File: src/rtl/mapper_uxrom_flash_pkg.sv
// Shared constants for the UxROM flash mapper: nametable layout codes,
// flash command addresses/bytes and the command decoder state type.
package mapper_uxrom_flash_pkg;

  localparam logic [2:0] NAMETABLE_LAYOUT_HORIZONTAL          = 3'd0;
  localparam logic [2:0] NAMETABLE_LAYOUT_VERTICAL            = 3'd1;
  localparam logic [2:0] NAMETABLE_LAYOUT_SINGLE_SCREEN_LOWER = 3'd2;
  localparam logic [2:0] NAMETABLE_LAYOUT_SINGLE_SCREEN_UPPER = 3'd3;
  localparam logic [2:0] NAMETABLE_LAYOUT_FOUR_SCREEN         = 3'd4;

  localparam logic [14:0] FLASH_CMD_ADDR_5555 = 15'h5555;
  localparam logic [14:0] FLASH_CMD_ADDR_2AAA = 15'h2AAA;

  localparam logic [7:0] FLASH_CMD_UNLOCK1     = 8'hAA;
  localparam logic [7:0] FLASH_CMD_UNLOCK2     = 8'h55;
  localparam logic [7:0] FLASH_CMD_PROGRAM     = 8'hA0;
  localparam logic [7:0] FLASH_CMD_ERASE       = 8'h80;
  localparam logic [7:0] FLASH_CMD_SECTOR      = 8'h30;
  localparam logic [7:0] FLASH_CMD_RESET       = 8'hF0;

  typedef enum logic [2:0] {
    FLASH_IDLE,
    FLASH_C1,
    FLASH_C2,
    FLASH_PROG,
    FLASH_E3,
    FLASH_E4,
    FLASH_E5,
    FLASH_BUSY
  } flash_state_t;

  // CHR bank bits above CHR_BANK_BITS are forced to zero at latch time.
  function automatic logic [1:0] chr_bank_mask(input logic [1:0] v, input int unsigned bits);
    case (bits)
      0:       return 2'b00;
      1:       return {1'b0, v[0]};
      default: return v;
    endcase
  endfunction

endpackage

File: src/rtl/mapper_uxrom_flash_cmd_decoder.sv
// JEDEC-style flash command sequencer: unlock/program/sector-erase
// detection, one-cycle command pulses and a fixed-length busy window.
module flash_cmd_decoder
  import mapper_uxrom_flash_pkg::*;
#(
  parameter int unsigned PROG_CYCLES = 16
) (
  input  logic        clk_i,
  input  logic        rst_i,
  input  logic        wr_i,
  input  logic [7:0]  wr_data_i,
  input  logic [18:0] fa_i,
  output logic        prog_o,
  output logic        erase_o,
  output logic [18:0] addr_o,
  output logic [7:0]  data_o,
  output logic        busy_o
);

  localparam int unsigned CNT_W = (PROG_CYCLES > 1) ? $clog2(PROG_CYCLES) : 1;

  flash_state_t      state, state_n;
  logic [CNT_W-1:0]  cnt, cnt_n;
  logic              prog_n, erase_n;
  logic [18:0]       addr_n;
  logic [7:0]        data_n;
  logic              at_5555, at_2aaa;

  assign at_5555 = (fa_i[14:0] == FLASH_CMD_ADDR_5555);
  assign at_2aaa = (fa_i[14:0] == FLASH_CMD_ADDR_2AAA);
  assign busy_o  = (state == FLASH_BUSY);

  always_ff @(posedge clk_i or posedge rst_i) begin
    if (rst_i) begin
      state   <= FLASH_IDLE;
      cnt     <= '0;
      prog_o  <= 1'b0;
      erase_o <= 1'b0;
      addr_o  <= '0;
      data_o  <= '0;
    end else begin
      state   <= state_n;
      cnt     <= cnt_n;
      prog_o  <= prog_n;
      erase_o <= erase_n;
      addr_o  <= addr_n;
      data_o  <= data_n;
    end
  end

  always_comb begin
    state_n = state;
    cnt_n   = cnt;
    prog_n  = 1'b0;
    erase_n = 1'b0;
    addr_n  = addr_o;
    data_n  = data_o;
    if (state == FLASH_BUSY) begin
      // The pulse cycle is the first busy cycle, so the count starts at N-1.
      if (cnt == '0) state_n = FLASH_IDLE;
      else           cnt_n   = cnt - 1'b1;
    end else if (wr_i) begin
      if (wr_data_i == FLASH_CMD_RESET) begin
        state_n = FLASH_IDLE;
      end else begin
        case (state)
          FLASH_IDLE:
            if (at_5555 && wr_data_i == FLASH_CMD_UNLOCK1) state_n = FLASH_C1;
          FLASH_C1:
            state_n = (at_2aaa && wr_data_i == FLASH_CMD_UNLOCK2) ? FLASH_C2 : FLASH_IDLE;
          FLASH_C2:
            if (at_5555 && wr_data_i == FLASH_CMD_PROGRAM)    state_n = FLASH_PROG;
            else if (at_5555 && wr_data_i == FLASH_CMD_ERASE) state_n = FLASH_E3;
            else                                              state_n = FLASH_IDLE;
          FLASH_PROG: begin
            prog_n  = 1'b1;
            addr_n  = fa_i;
            data_n  = wr_data_i;
            cnt_n   = CNT_W'(PROG_CYCLES - 1);
            state_n = FLASH_BUSY;
          end
          FLASH_E3:
            state_n = (at_5555 && wr_data_i == FLASH_CMD_UNLOCK1) ? FLASH_E4 : FLASH_IDLE;
          FLASH_E4:
            state_n = (at_2aaa && wr_data_i == FLASH_CMD_UNLOCK2) ? FLASH_E5 : FLASH_IDLE;
          FLASH_E5:
            if (wr_data_i == FLASH_CMD_SECTOR) begin
              erase_n = 1'b1;
              addr_n  = {fa_i[18:12], 12'h000};
              cnt_n   = CNT_W'(PROG_CYCLES - 1);
              state_n = FLASH_BUSY;
            end else begin
              state_n = FLASH_IDLE;
            end
          default: state_n = FLASH_IDLE;
        endcase
      end
    end
  end

endmodule

File: src/rtl/mapper_uxrom_flash.sv
// UxROM mapper with self-flashable PRG: bank register, PRG/CHR/RAM address
// extension, nametable layout select and the flash command decoder.
module mapper_uxrom_flash
  import mapper_uxrom_flash_pkg::*;
#(
  parameter int unsigned PRG_BANK_BITS    = 5,
  parameter int unsigned CHR_BANK_BITS    = 2,
  parameter bit          FIXED_BANK_FIRST = 1'b0,
  parameter bit          BUS_CONFLICTS    = 1'b0,
  parameter bit          FLASH_EN         = 1'b1,
  parameter int unsigned PROG_CYCLES      = 16
) (
  input  logic        clk_i,
  input  logic        rst_i,
  input  logic        mapper_wr_i,
  input  logic [7:0]  mapper_wr_data_i,
  input  logic [14:0] prg_rom_addr_i,
  input  logic [7:0]  prg_rom_rd_data_i,
  input  logic [12:0] prg_ram_addr_i,
  input  logic [12:0] chr_mem_addr_i,
  input  logic        hw_nametable_layout_i,
  input  logic        hw_one_screen_i,
  output logic [18:0] prg_rom_addr_o,
  output logic [14:0] prg_ram_addr_o,
  output logic [17:0] chr_mem_addr_o,
  output logic [2:0]  nametable_layout_o,
  output logic        flash_prog_o,
  output logic        flash_erase_o,
  output logic [18:0] flash_addr_o,
  output logic [7:0]  flash_data_o,
  output logic        flash_busy_o
);

  logic [PRG_BANK_BITS-1:0] prg_bank, prg_sel;
  logic [1:0]               chr_bank;
  logic                     ntsel;
  logic [7:0]               wr_val;
  logic                     bank_wr, flash_wr;
  logic [18:0]              fa;

  assign bank_wr  = mapper_wr_i && (!FLASH_EN || prg_rom_addr_i[14]);
  assign flash_wr = FLASH_EN && mapper_wr_i && !prg_rom_addr_i[14];
  assign wr_val   = BUS_CONFLICTS ? (mapper_wr_data_i & prg_rom_rd_data_i) : mapper_wr_data_i;

  always_ff @(posedge clk_i or posedge rst_i) begin
    if (rst_i) begin
      prg_bank <= '0;
      chr_bank <= '0;
      ntsel    <= 1'b0;
    end else if (bank_wr) begin
      prg_bank <= wr_val[PRG_BANK_BITS-1:0];
      chr_bank <= chr_bank_mask(wr_val[6:5], CHR_BANK_BITS);
      ntsel    <= wr_val[7];
    end
  end

  always_comb begin
    if (FIXED_BANK_FIRST) prg_sel = prg_rom_addr_i[14] ? prg_bank : '0;
    else                  prg_sel = prg_rom_addr_i[14] ? '1 : prg_bank;
  end

  assign prg_rom_addr_o = 19'({prg_sel, prg_rom_addr_i[13:0]});
  assign chr_mem_addr_o = 18'({chr_bank, chr_mem_addr_i});
  assign prg_ram_addr_o = {2'b00, prg_ram_addr_i};
  // Flash target always uses the switchable bank, even in the fixed window.
  assign fa             = 19'({prg_bank, prg_rom_addr_i[13:0]});

  always_comb begin
    nametable_layout_o = NAMETABLE_LAYOUT_HORIZONTAL;
    if (hw_one_screen_i)
      nametable_layout_o = ntsel ? NAMETABLE_LAYOUT_SINGLE_SCREEN_UPPER
                                 : NAMETABLE_LAYOUT_SINGLE_SCREEN_LOWER;
    else if (hw_nametable_layout_i)
      nametable_layout_o = NAMETABLE_LAYOUT_VERTICAL;
  end

  flash_cmd_decoder #(
    .PROG_CYCLES(PROG_CYCLES)
  ) u_flash_cmd_decoder (
    .clk_i    (clk_i),
    .rst_i    (rst_i),
    .wr_i     (flash_wr),
    .wr_data_i(mapper_wr_data_i),
    .fa_i     (fa),
    .prog_o   (flash_prog_o),
    .erase_o  (flash_erase_o),
    .addr_o   (flash_addr_o),
    .data_o   (flash_data_o),
    .busy_o   (flash_busy_o)
  );

endmodule

File: config.mk
export PLATFORM = sky130hd
export DESIGN_NAME = mapper_uxrom_flash
export DESIGN_NICKNAME = d
export VERILOG_FILES = /design/src/rtl/mapper_uxrom_flash_pkg.sv /design/src/rtl/mapper_uxrom_flash_cmd_decoder.sv /design/src/rtl/mapper_uxrom_flash.sv
export SDC_FILE = /design/constraint.sdc
export NUM_CORES = 1
export LEC_CHECK = 0
export CELL_PAD_IN_SITES_DETAIL_PLACEMENT = 0
export CELL_PAD_IN_SITES_GLOBAL_PLACEMENT = 1
export CORE_MARGIN = 2
export CORE_UTILIZATION = 24
export DETAILED_ROUTE_END_ITERATION = 10
export PLACE_DENSITY_LB_ADDON = 0.1
export SKIP_CTS_REPAIR_TIMING = 1
export SLEW_MARGIN = 10
export SYNTH_ARGS = -nofsm -noshare
export SYNTH_HDL_FRONTEND = slang
export SYNTH_SLANG_ARGS = --single-unit
File: constraint.sdc
create_clock -name clk_i -period 1.5 [get_ports clk_i]
set_input_delay 0.3 -clock clk_i [delete_from_list [all_inputs] [get_ports clk_i]]
set_output_delay 0.3 -clock clk_i [all_outputs]
set_load 0.02 [all_outputs]
==> impl_metrics.py, run 1 <==
metrics = {
    "run_status": {
        "status": "finished with violations",
        "violations": "negative setup slack",
    },
    "clock_tree": {
        "h-tree-depth": 2,
        "clockBufferDepth": 2,
        "clkLatencyLatePin_ns": 0.30,
        "cts_root_buf": "clkbuf_8",
        "cts_buffers": 5,
        "tritoncts": "done",
        "cts.sinks": 44,
        "cts.clk_slew.worst_paths_ns": 0.09,
    },
    "grt": {
        "grt_pass1_wl_um": 11600,
        "grt_pass1_vias": 2170,
        "track_usage_pct": 13.4,
        "grt_max_degree": 45,
        "antenna_found_initial": 0,
        "grt_remaining_overflow": 0,
    },
    "worst_setup_path": {
        "crit_fanout": 6,
        "cp.arrival_ns": 1.97,
        "r2r-start": "u_flash_cmd_decoder.state[2]",
        "crit_start": "u_flash_cmd_decoder.state[2]",
        "path_buf_inv": 0,
        "worstPathCellList": "or4b_4 > nor3_4 > a41oi_1 > o41ai_2 > a221o_1",
        "crit_required_ns": 1.74,
        "crit_type": "flop to flop",
        "crit_slowest_cell": "or4b_4",
        "cp-end-kind": "flop",
        "worstSetupStartpointType": "flop",
        "max_stage_delay_ns": 0.53,
        "path_delay_family": "simple AND/OR/NAND/NOR gates",
    },
    "power_and_ir_drop": {
        "power.share.clock_pct": 31.9,
        "powerDensity_mw_per_mm2": 727,
        "pwr-share-comb_pct": 25.7,
        "irDropWorstVdd_mv": 0.475,
        "power.switching_uw": 884,
        "swShare_pct": 28.3,
        "p_int_mw": 2.24,
        "power_frac_seq_pct": 42.5,
        "leakagePower_nw": 2.62,
    },
    "drt": {
        "final_antenna_net_count": 0,
        "wire_per_inst_um": 16.4,
        "vias": 2198,
        "viasPerCell": 4.40,
        "drcViolationCount": 0,
        "dr.first_iter.drc_count": 51,
        "drtPass1Iterations": 4,
        "drt-total-wl_um": 8180,
    },
    "floorplanning": {
        "die_y_um": 106,
        "core_mm2": 0.0102,
        "ios": 147,
        "initial_utilization_pct": 24.4,
        "die_w_um": 106,
        "die-area_mm2": 0.0112,
        "row_count": 37,
    },
    "placed_design": {
        "placed_area_mm2": 0.00352,
        "dp_slack_ns": -0.769,
        "dp_cells": 476,
        "gp_congestion": 0.748,
        "numPortBuffers": 80,
        "place_hpwl_um": 5580,
    },
    "yosys": {
        "syn_avg_cell_area_um2": 9.61,
        "ys.flop_type": "dfrtp_1",
        "yosysWarnings": 0,
        "async_flop_share_pct": 100,
        "synth-seq-cells": 44,
        "synthCells": 260,
        "synth_area_mm2": 0.00250,
        "synth-seq-area-share_pct": 44.1,
        "ys_types": 48,
        "synth_edf_count": 0,
    },
    "timing": {
        "hold_viol": 0,
        "slew_violations": 0,
        "post-route-period-util_pct": 115,
        "setup_slack_ns": -0.230,
        "setup_viol": 28,
        "rsz0062_at_grt": "yes",
        "tns_ns": -2.24,
        "period_minus_slack_ns": 1.73,
        "fin_skew_ns": 0.00807,
        "max_freq_mhz": 578,
    },
    "hold_path": {
        "hold_path.class": "primary input to flop",
        "min_from": "prg_rom_addr_i[9]",
    },
    "final_layout": {
        "area_growth_syn_to_layout_pct": 71.7,
        "layoutNonFillerInstCount": 500,
        "final_util_pct": 41.9,
        "antenna_cells": 0,
        "multi_input_area_mm2": 0.00132,
        "drive_above_1_share_pct": 45.3,
        "nets": 426,
        "nFillCells": 995,
        "final_area_mm2": 0.00429,
        "seq_area_mm2": 0.00111,
    },
    "run": {
        "drv_cap": 0,
    },
}
[registers in the layout, summed over array words and instances, names as in the netlist]
signal                       count
u_flash_cmd_decoder.addr_o      19
prg_bank                         5
ntsel                            1
u_flash_cmd_decoder.erase_o      1
u_flash_cmd_decoder.prog_o       1
chr_bank                         2
u_flash_cmd_decoder.state        3
u_flash_cmd_decoder.data_o       8
u_flash_cmd_decoder.cnt          4
[per-layer routing]
metal  vias to the layer above  GRT usage (%)  part of all wire [%]
li1                       1043              -                     -
met1                      1072           17.9                    46
met2                        76           21.8                    48
met3                         7           3.31                   5.3
met4                         0           3.10                  0.79
met5                         -              0                     0
[kinds of logic after synthesis]
kind of cell	count (synthesis)	synth area share (%)
AND/OR/NAND/NOR	117	25.3
buffers and inverters	62	16.8
flip-flops	44	44.1
AO/OA/AOI/OAI	17	5.21
multiplexers	17	7.66
adder cells (fa/ha/maj)	1	0.501
other	1	0.150
XOR/XNOR	1	0.351
[synthesized netlist by cell type, types with 2 or more instances]
| master | instances | share of area (%) |
|---|---|---|
| nand4b_1 | 4 | 1.4 |
| nor4bb_1 | 4 | 1.6 |
| clkbuf_1 | 3 | 0.45 |
| nor4_1 | 4 | 1.0 |
| mux2_1 | 6 | 2.7 |
| and2_1 | 2 | 0.50 |
| buf_4 | 48 | 14 |
| nand2_1 | 53 | 8.0 |
| and3_1 | 2 | 0.50 |
| dfrtp_1 | 44 | 44 |
| nor2_1 | 4 | 0.60 |
| or2_2 | 6 | 1.5 |
| nor4b_1 | 2 | 0.70 |
| buf_2 | 4 | 0.80 |
| a21oi_1 | 4 | 0.80 |
| nand2b_1 | 2 | 0.50 |
| mux2_2 | 11 | 5.0 |
| a22o_1 | 2 | 0.70 |
| nor3b_1 | 2 | 0.60 |
| inv_1 | 5 | 0.75 |
| nand3_1 | 13 | 2.6 |
| nand4_1 | 4 | 1.0 |
| nor3_1 | 6 | 1.2 |
[stage by stage]
step	hold slack (ns)	total power, mW
3_3_place_gp	0.455	2.07
2_1_floorplan	0.413	1.77
3_5_place_dp	0.458	2.07
5_1_grt	0.322	3.27
6_report	0.305	3.12
4_1_cts	0.350	3.07
[path summary, 6_finish.rpt]
kind	to	slack (ns)	depth (start not counted)
min in group asynchronous	u_flash_cmd_decoder.data_o[1]	0.33	3
worst min-delay path	u_flash_cmd_decoder.addr_o[9]	0.31	3
max in group asynchronous	u_flash_cmd_decoder.state[2]	0.91	3
worst min register to register	u_flash_cmd_decoder.addr_o[16]	0.48	2
worst max register to register	u_flash_cmd_decoder.state[2]	-0.23	5
worst max-delay path	u_flash_cmd_decoder.state[2]	-0.23	5
[worst min-delay path, stage by stage]
cell,delay [ns]
dlymetal6s2s_1,0.15
nand3_1,0.09
nand2_2,0.04
[layout by cell type (no fill, tap or decap), types with 4 or more instances in the layout]
cell type,count
buf_4,51
or2_4,4
nand4_1,4
mux2_4,6
mux2_2,11
buf_6,12
or2_2,4
nand2_1,32
dlymetal6s2s_1,59
clkdlybuf4s50_1,14
conb_1,6
dfrtp_1,40
nand4b_1,4
clkbuf_8,6
nand3_1,8
nand2_2,19
nor2_1,4
dfrtp_2,4
[layout make-up]
type | count | area share (%)
sequential | 44 | 25.8
clock inverter | 2 | 0.904
clock buffer | 6 | 1.92
timing repair buffer | 147 | 36.3
tap | 136 | 3.97
inverter | 5 | 0.496
multi-input combinational | 160 | 30.7
[power by group through the flow]
| stage | Clock [mW] | Combinational [mW] | Sequential, mW |
|---|---|---|---|
| final | 0.994 | 0.801 | 1.33 |
| after global routing | 1.08 | 0.858 | 1.34 |
| after CTS | 1.03 | 0.728 | 1.32 |
| after detailed placement | 0 | 0.725 | 1.34 |
| after global placement | 0 | 0.724 | 1.34 |
| after floorplan | 0 | 0.385 | 1.38 |
Power figures use the tool's default switching activity.
==> run 2, diff against run 1 <==
--- a/config.mk
+++ b/config.mk
@@ -8,10 +8,9 @@
 export CELL_PAD_IN_SITES_DETAIL_PLACEMENT = 0
 export CELL_PAD_IN_SITES_GLOBAL_PLACEMENT = 1
 export CORE_MARGIN = 2
-export CORE_UTILIZATION = 24
+export CORE_UTILIZATION = 29
 export DETAILED_ROUTE_END_ITERATION = 10
 export PLACE_DENSITY_LB_ADDON = 0.1
-export SKIP_CTS_REPAIR_TIMING = 1
 export SLEW_MARGIN = 10
 export SYNTH_ARGS = -nofsm -noshare
 export SYNTH_HDL_FRONTEND = slang
==> constraint.sdc (replaced) <==
create_clock -name clk_i -period 2 [get_ports clk_i]
set_input_delay 0.4 -clock clk_i [delete_from_list [all_inputs] [get_ports clk_i]]
set_output_delay 0.4 -clock clk_i [all_outputs]
set_load 0.02 [all_outputs]
==> run 2 against run 1 <==
  * The run now ends clean
  * Clock power down 26%
  * Non-clock buffer count is 25 lower
  * Routed wire length shrank 15%
==> impl_metrics.py, run 2 (same netlist as run 1, synthesis figures left out) <==
metrics = {
    "floorplanning": {
        "die_y_um": 96.8,
        "core_mm2": 0.00830,
        "row_count": 33,
        "ios": 147,
        "die-area_mm2": 0.00937,
        "die_w_um": 96.8,
        "initial_utilization_pct": 30.1,
    },
    "power_and_ir_drop": {
        "irDropWorstVdd_mv": 0.234,
        "powerDensity_mw_per_mm2": 615,
        "pwr-share-comb_pct": 22.4,
        "p_total_mw": 2.23,
        "power.switching_uw": 620,
        "power.share.clock_pct": 33.2,
        "p_int_mw": 1.61,
        "power_frac_seq_pct": 44.4,
        "swShare_pct": 27.8,
        "leakagePower_nw": 1.70,
    },
    "final_layout": {
        "final_cell_mix": "clkdlybuf4s50_1 (60), nand2_1 (53), dfrtp_1 (43)",
        "top_regs": "u_flash_cmd_decoder.addr_o (19), u_flash_cmd_decoder.data_o (8), prg_bank (5)",
        "final_area_mm2": 0.00363,
        "nets": 400,
        "layout_commonest_cell": "clkdlybuf4s50_1",
        "largest_reg_flops": 19,
        "regMostFlops": "u_flash_cmd_decoder.addr_o",
        "area_growth_syn_to_layout_pct": 45.2,
        "drive_above_1_share_pct": 25.1,
        "final_util_pct": 43.7,
        "antenna_cells": 0,
    },
    "clock_tree": {
        "cts.sinks": 44,
        "clockBufferDepth": 2,
        "cts_buffers": 5,
        "clkLatencyLatePin_ns": 0.30,
        "cts_root_buf": "clkbuf_8",
        "tritoncts": "done",
        "cts.clk_slew.worst_paths_ns": 0.09,
        "h-tree-depth": 2,
    },
    "worst_setup_path": {
        "max_stage_delay_ns": 0.63,
        "path_buf_inv": 2,
        "worstSetupStartpointType": "primary input",
        "cp-end-kind": "primary output",
        "crit_slowest_cell": "clkdlybuf4s50_1",
        "critical_path.most_common_cell": "clkdlybuf4s50_1",
        "crit_required_ns": 1.60,
        "crit_type": "primary input to primary output",
        "path_delay_family": "buffers and inverters",
        "worstPathCellList": "clkdlybuf4s50_1 > clkdlybuf4s50_1",
        "cp.arrival_ns": 1.57,
        "crit_fanout": 4,
    },
    "run": {
        "drv_cap": 0,
    },
    "hold_path": {
        "hold_path.class": "primary input to asynchronous set/reset pin",
    },
    "placed_design": {
        "dp_slack_ns": -0.439,
        "gp_congestion": 0.844,
        "numPortBuffers": 80,
        "placed_area_mm2": 0.00339,
        "place_hpwl_um": 5060,
    },
    "drt": {
        "drtPass1Iterations": 5,
        "final_antenna_net_count": 0,
        "wire_per_inst_um": 15.6,
        "drcViolationCount": 0,
        "viasPerCell": 4.70,
        "dr.first_iter.drc_count": 129,
        "drt-total-wl_um": 6920,
        "vias": 2081,
    },
    "timing": {
        "period_minus_slack_ns": 1.97,
        "setup_slack_ns": 0.0334,
        "hold_ws_ns": 0.435,
        "setup_viol": 0,
        "fin_skew_ns": 0.00339,
        "hold_viol": 0,
        "slew_violations": 0,
        "post-route-period-util_pct": 98.3,
        "max_freq_mhz": 508,
    },
    "grt": {
        "grt_pass1_vias": 2104,
        "grt_pass1_wl_um": 11300,
        "grt_max_degree": 45,
        "grt_remaining_overflow": 0,
        "track_usage_pct": 14.8,
        "antenna_found_initial": 0,
    },
    "run_status": {
        "status": "finished, final reports clean",
    },
}
==> run 2: changes by cell type in the layout (fill, tap and decap cells not counted), moves of 8 or more <==
cell / previous run / this run
dlygate4sd2_1: 0 / 14
buf_6: 12 / 4
dlymetal6s2s_1: 59 / 6
nand2_1: 32 / 53
nand2_2: 19 / 1
buf_4: 51 / 35
clkdlybuf4s50_1: 14 / 60
==> run 2: path summary, 6_finish.rpt <==
check	endpoint	slack, ns	from	cells after the start
worst max-delay path	prg_rom_addr_o[10]	0.03	prg_rom_addr_i[10]	2
worst min-delay path	u_flash_cmd_decoder.prog_o	0.44	rst_i	3
worst max register to register	u_flash_cmd_decoder.state[2]	0.21	u_flash_cmd_decoder.state[1]	6
worst min register to register	u_flash_cmd_decoder.addr_o[8]	0.47	u_flash_cmd_decoder.addr_o[8]	2
max in group asynchronous	u_flash_cmd_decoder.state[2]	1.33	rst_i	3
min in group clk_i	u_flash_cmd_decoder.addr_o[8]	0.47	u_flash_cmd_decoder.addr_o[8]	2
==> run 2: layout make-up <==
type,instances,area (um^2)
clock inverters,2,38.8
well taps,105,131
inverters,5,18.8
repair buffers,122,1170
fillers,826,4670
clock buffers,6,82.6
multi-input cells,159,1090
flip-flops and latches,44,1100
==> run 2: repair_timing <==
action                     in CTS  in global routing
setup endpoints to repair      32                 35
pin swaps                       0                 10
buffers inserted                0                  1
gates resized for setup        18                 23
cloned                          0                  0
hold buffers                    0                  0
==> run 2: tightest hold or removal path: stages <==
cell and delay, ns:
clkdlybuf4s50_1 0.41, inv_2 0.07, buf_12 0.24
==> run 2: power groups by stage <==
stage	sequential, mW	clock, mW	combinational [mW]
4_1_cts	0.992	0.762	0.491
3_5_place_dp	1.01	0	0.503
6_report	0.991	0.740	0.500
5_1_grt	1.00	0.793	0.538
2_1_floorplan	1.04	0	0.286
3_3_place_gp	1.01	0	0.502
==> run 2: metrics by stage <==
stage	TNS, ns	std cells
5_1_grt	-0.311	443
4_1_cts	0	442
3_3_place_gp	-13.77	434
6_report	0	443
2_1_floorplan	0	265
3_5_place_dp	-12.53	434
==> run 2: layer usage <==
| layer | vias up | wire length, um | GRT usage (%) |
|---|---|---|---|
| li1 | 988 | - | - |
| met1 | 1002 | 3330 | 20.9 |
| met2 | 82 | 3060 | 22.4 |
| met3 | 9 | 477 | 4.41 |
| met4 | 0 | 51 | 3.14 |
| met5 | - | 0 | 0 |
==> run 3, diff against run 2 <==
--- a/config.mk
+++ b/config.mk
@@ -6,9 +6,9 @@
 export NUM_CORES = 1
 export LEC_CHECK = 0
 export CELL_PAD_IN_SITES_DETAIL_PLACEMENT = 0
-export CELL_PAD_IN_SITES_GLOBAL_PLACEMENT = 1
+export CELL_PAD_IN_SITES_GLOBAL_PLACEMENT = 2
 export CORE_MARGIN = 2
-export CORE_UTILIZATION = 29
+export CORE_UTILIZATION = 22
 export DETAILED_ROUTE_END_ITERATION = 10
 export PLACE_DENSITY_LB_ADDON = 0.1
 export SLEW_MARGIN = 10
==> constraint.sdc (replaced) <==
create_clock -name clk_i -period 2.3 [get_ports clk_i]
set_input_delay 0.46 -clock clk_i [delete_from_list [all_inputs] [get_ports clk_i]]
set_output_delay 0.46 -clock clk_i [all_outputs]
set_load 0.02 [all_outputs]
==> run 3 against run 2 <==
  * Hold slack improved by 0.028 ns
  * Register-to-register slack improved by 0.22 ns
  * Clock power decreased by 6.2%
  * Non-clock buffer count decreased by 7
  * Count of clock-buffer cells in the layout decreased by 1
  * Final area decreased by 2.0%
  * Critical endpoint is now nametable_layout_o[0]
  * Largest power group unchanged
==> impl_metrics.py, run 3 (same netlist as run 1, synthesis figures left out) <==
metrics = {
    "placed_design": {
        "place_hpwl_um": 5520,
        "dp_slack_ns": -0.184,
        "numPortBuffers": 80,
        "gp_congestion": 0.719,
    },
    "power_and_ir_drop": {
        "power.switching_uw": 544,
        "p_total_mw": 1.98,
        "swShare_pct": 27.4,
        "p_int_mw": 1.44,
        "powerDensity_mw_per_mm2": 558,
        "power_frac_seq_pct": 43.5,
        "pwr-share-comb_pct": 21.5,
        "power.share.clock_pct": 35.0,
        "leakagePower_nw": 1.60,
        "irDropWorstVdd_mv": 0.252,
    },
    "worst_setup_path": {
        "worstSetupStartpointType": "primary input",
        "crit_required_ns": 1.84,
        "path_buf_inv": 2,
        "crit_type": "primary input to primary output",
        "path_delay_family": "buffers and inverters",
        "crit_slowest_cell": "clkdlybuf4s50_1",
        "max_stage_delay_ns": 0.53,
        "worstPathCellList": "clkdlybuf4s50_1 > mux2_2 > clkdlybuf4s50_1",
        "critical_path.most_common_cell": "clkdlybuf4s50_1",
        "crit_fanout": 2,
        "cp.arrival_ns": 1.80,
        "cp-end-kind": "primary output",
    },
    "timing": {
        "tns_ns": 0,
        "setup_slack_ns": 0.0364,
        "rsz0062_at_grt": "no",
        "period_minus_slack_ns": 2.26,
        "worstMarginPinSlew_ns": 0.575,
        "hold_viol": 0,
        "slew_violations": 0,
        "max_freq_mhz": 442,
        "relSlewSlack_pct": 61.4,
        "fin_skew_ns": 0.00330,
        "post-route-period-util_pct": 98.4,
        "setup_viol": 0,
    },
    "clock_tree": {
        "tritoncts": "done",
        "cts.clk_slew.worst_paths_ns": 0.06,
        "cts_buffers": 5,
        "postCtsHoldBufs": 0,
        "clockBufferDepth": 2,
        "cts.sinks": 44,
        "cts_root_buf": "clkbuf_16",
        "clkLatencyLatePin_ns": 0.28,
        "h-tree-depth": 2,
    },
    "drt": {
        "wire_per_inst_um": 15.8,
        "final_antenna_net_count": 0,
        "vias": 2061,
        "viasPerCell": 4.39,
        "drtPass1Iterations": 4,
        "drcViolationCount": 0,
        "dr.first_iter.drc_count": 83,
        "drt-total-wl_um": 7430,
    },
    "run": {
        "drv_cap": 0,
    },
    "final_layout": {
        "area_growth_syn_to_layout_pct": 42.4,
        "regMostFlops": "u_flash_cmd_decoder.addr_o",
        "largest_reg_flops": 19,
        "top_regs": "u_flash_cmd_decoder.addr_o (19), u_flash_cmd_decoder.data_o (8), prg_bank (5)",
        "layout_commonest_cell": "clkdlybuf4s50_1",
        "nets": 393,
        "final_cell_mix": "clkdlybuf4s50_1 (75), nand2_1 (53), dfrtp_1 (44)",
        "antenna_cells": 0,
        "drive_above_1_share_pct": 20.9,
        "nFillCells": 1171,
    },
    "hold_path": {
        "hold_path.class": "flop to flop",
    },
    "run_status": {
        "status": "finished, final reports clean",
    },
    "floorplanning": {
        "core_mm2": 0.0110,
        "die-area_mm2": 0.0122,
        "row_count": 38,
        "die_w_um": 111,
        "die_y_um": 111,
        "initial_utilization_pct": 22.8,
        "ios": 147,
    },
    "grt": {
        "antenna_found_initial": 0,
        "grt_pass1_vias": 2174,
        "grt_pass1_wl_um": 12100,
        "grt_remaining_overflow": 0,
        "grt_max_degree": 45,
        "track_usage_pct": 12.4,
    },
}
## run 3: changes by cell type in the layout (fill, tap and decap cells not counted), moves of 3 or more
cell             change
buf_6                -4
clkbuf_16            +5
clkbuf_8             -6
buf_4                -3
clkdlybuf4s50_1     +15
dlygate4sd2_1       -14
## run 3: final timing paths
path | startpoint | to | slack (ns) | cells past startpoint
min in group asynchronous | rst_i | u_flash_cmd_decoder.addr_o[4] | 0.53 | 3
min | u_flash_cmd_decoder.addr_o[12] | u_flash_cmd_decoder.addr_o[12] | 0.46 | 2
max | hw_one_screen_i | nametable_layout_o[0] | 0.04 | 3
max in group asynchronous | rst_i | u_flash_cmd_decoder.addr_o[15] | 1.53 | 3
min reg2reg | u_flash_cmd_decoder.addr_o[12] | u_flash_cmd_decoder.addr_o[12] | 0.46 | 2
max reg2reg | u_flash_cmd_decoder.state[0] | u_flash_cmd_decoder.addr_o[4] | 0.43 | 7
## run 3: stage by stage
stage                     util, %  cell area (um^2)  std cells  hold WS [ns]
after global placement       30.9              3390        463         0.456
after detailed placement     30.9              3390        463         0.458
final                        32.4              3560        470         0.463
after global routing         32.4              3560        470         0.498
after floorplan                 -              2520        265         0.455
after CTS                    32.1              3530        470         0.473
## run 3: final cells by class
class,count,area [um^2],share of cell area (%)
clock buffer,5,125,3.52
timing repair buffer,115,1110,31.3
clock inverter,2,12.5,0.352
sequential,44,1100,31.0
multi-input combinational,159,1010,28.4
inverter,5,18.8,0.528
tap,140,175,4.92
## run 3: per-layer routing
metal	share of wire [%]	GRT usage, %
met1	48	17.0
met2	45	19.5
met3	6.8	3.84
met4	0.77	2.33
met5	0	0
## run 3: worst reg2reg max path, cell delays in order (launching register included)
cell,delay (ns)
dfrtp_1,0.40
buf_4,0.18
nor4bb_1,0.31
nand4b_1,0.17
o21ai_1,0.35
buf_4,0.25
nand3_1,0.09
nand2_1,0.07
## run 3: timing repair
action	4_1_cts	5_1_grt
endpoints found under the setup margin	0	8
buffers inserted	0	0
resized for setup	0	8
## run 3: power by group through the flow
stage	registers, mW	clock network, mW	logic (mW)
finish	0.864	0.694	0.426
CTS	0.865	0.724	0.434
global route	0.873	0.761	0.462
detailed placement	0.879	0	0.432
floorplan	0.901	0	0.249
global placement	0.879	0	0.433
